### src/rtl/led_blink_ctrl.sv
// Command-driven LED sequencer: off, steady, continuous blink or counted burst,
// timed by a TICK_MAX prescaler and a HALF_TICKS half-period phase counter.
module led_blink_ctrl #(
    parameter logic [26:0] TICK_MAX   = 27'd24_999_999,
    parameter logic [7:0]  HALF_TICKS = 8'd2
) (
    input  logic       sys_clk,
    input  logic       sys_rst_n,
    input  logic       cmd_valid,
    output logic       cmd_ready,
    input  logic [1:0] cmd_mode,
    input  logic [3:0] cmd_count,
    output logic       led_out,
    output logic       busy,
    output logic       done
);

    typedef enum logic [1:0] {
        IDLE   = 2'd0,
        STEADY = 2'd1,
        BLINK  = 2'd2,
        BURST  = 2'd3
    } state_t;

    localparam logic [1:0] MODE_OFF    = 2'd0;
    localparam logic [1:0] MODE_STEADY = 2'd1;
    localparam logic [1:0] MODE_BLINK  = 2'd2;
    localparam logic [1:0] MODE_BURST  = 2'd3;

    state_t      state_r, state_nxt_s;
    logic [26:0] tick_cnt_r, tick_cnt_nxt_s;
    logic [7:0]  phase_cnt_r, phase_cnt_nxt_s;
    logic [3:0]  remain_r, remain_nxt_s;
    logic        led_out_r, led_out_nxt_s;
    logic        busy_r, busy_nxt_s;
    logic        done_r, done_nxt_s;
    logic        ready_r, ready_nxt_s;
    logic        accept_s, timing_s, tick_s, boundary_s, burst_end_s;

    assign accept_s    = cmd_valid & ready_r;
    assign timing_s    = (state_r == BLINK) || (state_r == BURST);
    assign tick_s      = timing_s && (tick_cnt_r == TICK_MAX);
    assign boundary_s  = tick_s && (phase_cnt_r == (HALF_TICKS - 8'd1));
    // A burst ends on the off-phase boundary of its last blink
    assign burst_end_s = (state_r == BURST) && boundary_s && !led_out_r && (remain_r == 4'd1);

    // State and output registers
    always_ff @(posedge sys_clk or negedge sys_rst_n) begin
        if (!sys_rst_n) begin
            state_r     <= IDLE;
            tick_cnt_r  <= 27'd0;
            phase_cnt_r <= 8'd0;
            remain_r    <= 4'd0;
            led_out_r   <= 1'b0;
            busy_r      <= 1'b0;
            done_r      <= 1'b0;
            ready_r     <= 1'b1;
        end else begin
            state_r     <= state_nxt_s;
            tick_cnt_r  <= tick_cnt_nxt_s;
            phase_cnt_r <= phase_cnt_nxt_s;
            remain_r    <= remain_nxt_s;
            led_out_r   <= led_out_nxt_s;
            busy_r      <= busy_nxt_s;
            done_r      <= done_nxt_s;
            ready_r     <= ready_nxt_s;
        end
    end

    // Next-state selection
    always_comb begin
        state_nxt_s = state_r;
        if (accept_s) begin
            case (cmd_mode)
                MODE_OFF:    state_nxt_s = IDLE;
                MODE_STEADY: state_nxt_s = STEADY;
                MODE_BLINK:  state_nxt_s = BLINK;
                MODE_BURST:  state_nxt_s = (cmd_count != 4'd0) ? BURST : IDLE;
                default:     state_nxt_s = IDLE;
            endcase
        end else if (burst_end_s) begin
            state_nxt_s = IDLE;
        end else begin
            state_nxt_s = state_r;
        end
    end

    // Counters and registered output values
    always_comb begin
        tick_cnt_nxt_s  = 27'd0;
        phase_cnt_nxt_s = 8'd0;
        remain_nxt_s    = remain_r;
        led_out_nxt_s   = led_out_r;
        busy_nxt_s      = busy_r;
        done_nxt_s      = 1'b0;
        ready_nxt_s     = (state_nxt_s != BURST);
        if (accept_s) begin
            led_out_nxt_s = (cmd_mode != MODE_OFF) &&
                            !((cmd_mode == MODE_BURST) && (cmd_count == 4'd0));
            busy_nxt_s    = (cmd_mode == MODE_BURST) && (cmd_count != 4'd0);
            done_nxt_s    = (cmd_mode == MODE_BURST) && (cmd_count == 4'd0);
            remain_nxt_s  = (cmd_mode == MODE_BURST) ? cmd_count : 4'd0;
        end else if (timing_s) begin
            tick_cnt_nxt_s  = tick_s ? 27'd0 : (tick_cnt_r + 27'd1);
            phase_cnt_nxt_s = boundary_s ? 8'd0 :
                              (tick_s ? (phase_cnt_r + 8'd1) : phase_cnt_r);
            if (boundary_s && (state_r == BLINK)) begin
                led_out_nxt_s = !led_out_r;
            end else if (boundary_s && led_out_r) begin
                led_out_nxt_s = 1'b0;
            end else if (boundary_s) begin
                remain_nxt_s = remain_r - 4'd1;
                if (remain_r == 4'd1) begin
                    busy_nxt_s    = 1'b0;
                    done_nxt_s    = 1'b1;
                    led_out_nxt_s = 1'b0;
                end else begin
                    led_out_nxt_s = 1'b1;
                end
            end else begin
                led_out_nxt_s = led_out_r;
            end
        end else begin
            tick_cnt_nxt_s  = 27'd0;
            phase_cnt_nxt_s = 8'd0;
        end
    end

    assign cmd_ready = ready_r;
    assign led_out   = led_out_r;
    assign busy      = busy_r;
    assign done      = done_r;

endmodule

### config.mk
export PLATFORM = sky130hd
export DESIGN_NAME = led_blink_ctrl
export DESIGN_NICKNAME = d
export VERILOG_FILES = /design/src/rtl/led_blink_ctrl.sv
export SDC_FILE = /design/constraint.sdc
export NUM_CORES = 1
export LEC_CHECK = 0
export ABC_AREA = 1
export CORE_ASPECT_RATIO = 1.2
export CORE_MARGIN = 10
export CORE_UTILIZATION = 54
export DETAILED_ROUTE_END_ITERATION = 16
export GPL_ROUTABILITY_DRIVEN = 0
export GPL_TIMING_DRIVEN = 0
export HOLD_SLACK_MARGIN = 0.02
export MAX_ROUTING_LAYER = met4
export PLACE_DENSITY = 0.75
export SKIP_CTS_REPAIR_TIMING = 1
export SLEW_MARGIN = 15
export SYNTH_ARGS = -nofsm -noshare
export SYNTH_HDL_FRONTEND = slang
export SYNTH_SLANG_ARGS = --single-unit
### constraint.sdc
create_clock -name sys_clk -period 1.6 [get_ports sys_clk]
set_input_delay 0.32 -clock sys_clk [delete_from_list [all_inputs] [get_ports sys_clk]]
set_output_delay 0.32 -clock sys_clk [all_outputs]
set_load 0.02 [all_outputs]
==> impl_metrics.yaml <==
power:
  powerDensity_mw_per_mm2: 782
  power_mw: 2.70
  p_leak_nw: 1.53
  ir_worst_vdd_mv: 0.609
clock_tree:
  clock_sinks: 45
  clk_latency_ns: 0.31
  root_buffer: "clkbuf_8"
  path_clk_slew_ns: 0.10
  cts_buffers: 5
  cts.path.max_buffers: 2
  htreeDepth: 2
  cts_tree: "built"
detailed_routing:
  wire_per_inst_um: 13.6
  drt_pass1_iterations: 4
  ant_nets: 0
  wl_mm: 6.44
  detail_route.drc_violations: 0
  drt_iter0_markers: 163
  num_vias: 2520
  vias_per_cell: 5.33
place:
  dpl_cell_area_mm2: 0.00291
  hpwl_mm: 4.43
  placed_cells: 445
  portBuffers: 12
  dp_worst_setup_slack_ns: -0.497
die:
  ios: 13
  die_y_um: 97.4
  initial_core_util: 0.554
  num_rows: 28
  die_area_mm2: 0.00823
  fp.dieW_um: 84.5
  core_mm2: 0.00487
sta:
  setup_viol_count_final: 43
  fin_tns_setup_ns: -4.55
  skew_ns: 0.0158
  tightest_slew_ns: 0.564
  fin_hold_ws_ns: 0.480
  period_needed_ns: 1.80
  hold_viol: 0
  setup_ws_ns: -0.197
  period_share: 1.12
  finalMaxSlewViolations: 0
  fmaxAchievable_mhz: 557
  rsz0062_at_grt: "true"
  timing.slew.headroom: 0.624
flow_run:
  maxCapViolCount: 0
critical_path:
  r2r_cells: 14
  cp-start-kind: "flop"
  end_kind: "flop"
  cp.arrival_ns: 1.99
  r2r-start: "tick_cnt_r[0]$_DFF_PN0_"
  crit_type: "reg2reg"
  worstPathMaxFanout: 6
  critPathRequiredTime_ns: 1.80
  worstReg2RegEnd: "phase_cnt_r[6]$_DFFE_PN0P_"
  r2r_slack_ns: -0.20
final_layout:
  diodes: 0
  multi_input_area_mm2: 0.00155
  drive_gt1_frac: 0.240
  seqCellArea_mm2: 0.00113
  nets: 426
  fin_cells: 473
  syn_to_final_growth_pct: 28.1
  final_cell_area_mm2: 0.00345
  fillers: 359
  fin_util: 0.709
logic_synthesis:
  syn_inst: 372
  synth_seq_cells: 45
  synth.distinct_cells: 32
  yosysWarnings: 0
  syn_area_mm2: 0.00270
  avgSynthCellArea_um2: 7.25
  yosysSeqAreaShare: 0.418
  syn-num-nets: 386
outcome:
  violations: "setup timing"
  status: "finished, violations left"
grt:
  grt_pass1_wl_mm: 9.98
  antenna_found_initial: 0
  grt_max_degree: 24
  grt_pass1_vias: 2263
  grt_use_total: 0.146
  grt_overflow: 0
worst_hold_path:
  hold_end: "busy$_DFFE_PN0P_"
  hold_path.class: "reg2reg"
  hold_start: "busy$_DFFE_PN0P_"
  hold_depth: 2
-- critical path, stage by stage, from the launching register on --
cell and delay (ns):
dfrtp_1 0.43, ha_4 0.18, nand2_4 0.05, nor2_4 0.15
nand2_2 0.08, inv_2 0.06, nand2_2 0.07, nor2_4 0.15
nor2_4 0.07, clkinv_4 0.08, buf_6 0.12, buf_6 0.09
nand3_2 0.04, nand2_1 0.06, nor2_1 0.04
-- placed cells by master, fill, tap and decap left out, types with 3 or more instances in the layout --
master and count:
nand2_1 64, a21oi_2 7, ha_1 4, dlymetal6s2s_1 4, nor2_4 8, clkbuf_1 3, o21ai_1 4, nand3_1 28
nand4_1 7, clkdlybuf4s50_1 7, a21oi_1 11, nand3_2 8, dfrtp_1 43, inv_1 48, nor3_2 4, inv_2 5
o21ai_0 7, nor2_1 55, clkbuf_8 5, nand2_4 5, nor2_2 6, buf_6 7, xor2_1 5, o21ai_2 7
nand2_2 12, buf_4 11, nor3_1 10, o22ai_1 4
-- power by group --
part	switching [mW]	internal (mW)
Clock	0.400	0.313
Combinational	0.369	0.312
Sequential	0.0882	1.22
Total	0.858	1.84
-- routing by layer --
layer | vias up | GRT usage | wire length [um]
met5 | - | - | 0
met4 | 0 | 0.0546 | 138
met3 | 15 | 0.0327 | 232
met2 | 44 | 0.237 | 3250
met1 | 1181 | 0.172 | 2820
li1 | 1280 | - | -
-- worst max path at each step --
stage	startpoint	to	slack (ns)	cells after the start
floorplan	tick_cnt_r[0]$_DFF_PN0_	tick_cnt_r[22]$_DFF_PN0_	0.006	10
CTS	tick_cnt_r[0]$_DFF_PN0_	tick_cnt_r[22]$_DFF_PN0_	-0.33	10
global placement	sys_rst_n	remain_r[0]$_DFFE_PN0P_	-1.05	1
finish	tick_cnt_r[0]$_DFF_PN0_	phase_cnt_r[6]$_DFFE_PN0P_	-0.20	14
detailed placement	cmd_valid	tick_cnt_r[15]$_DFF_PN0_	-0.50	9
global route	tick_cnt_r[0]$_DFF_PN0_	tick_cnt_r[24]$_DFF_PN0_	-0.31	11
-- layout make-up --
class	instances	share of cell area
Multi-Input combinational cell	269	0.449
Sequential cell	45	0.327
Timing Repair Buffer	33	0.105
Inverter	54	0.0601
Clock buffer	7	0.0221
Tap cell	60	0.0217
Buffer	4	0.0130
Clock inverter	1	0.00254
-- flip-flops by register name (all words and copies together) (netlist names) --
name,cells
tick_cnt_r,27
phase_cnt_r,8
remain_r,4
state_r,2
busy,1
cmd_ready,1
done,1
led_out,1
-- cell usage after synthesis (all sizes together) --
cell type,count,area share
ha,5,0.023
o22ai,4,0.0093
clkbuf,1,0.0014
a21oi,18,0.038
nor2,69,0.11
nor3b,1,0.0028
xor2,5,0.016
dfrtp,44,0.41
and3,1,0.0023
o21a,1,0.0028
inv,54,0.077
a31oi,2,0.0046
nand3,36,0.069
o32ai,1,0.0032
buf,3,0.011
nor3,15,0.028
nand2,81,0.12
o21bai,1,0.0028
o21ai,19,0.035
dfstp,1,0.0097
nand4,8,0.021
xnor2,2,0.0065
-- logic make-up after synthesis --
logic type                 synth area share
and+or+nand+nor                       0.351
xor gates and xnor gates             0.0227
buffers and inverters                0.0896
adders and majority gates            0.0232
DFF                                   0.418
AOI/OAI and AO/OA                    0.0956
Power figures use the tool's default switching activity.
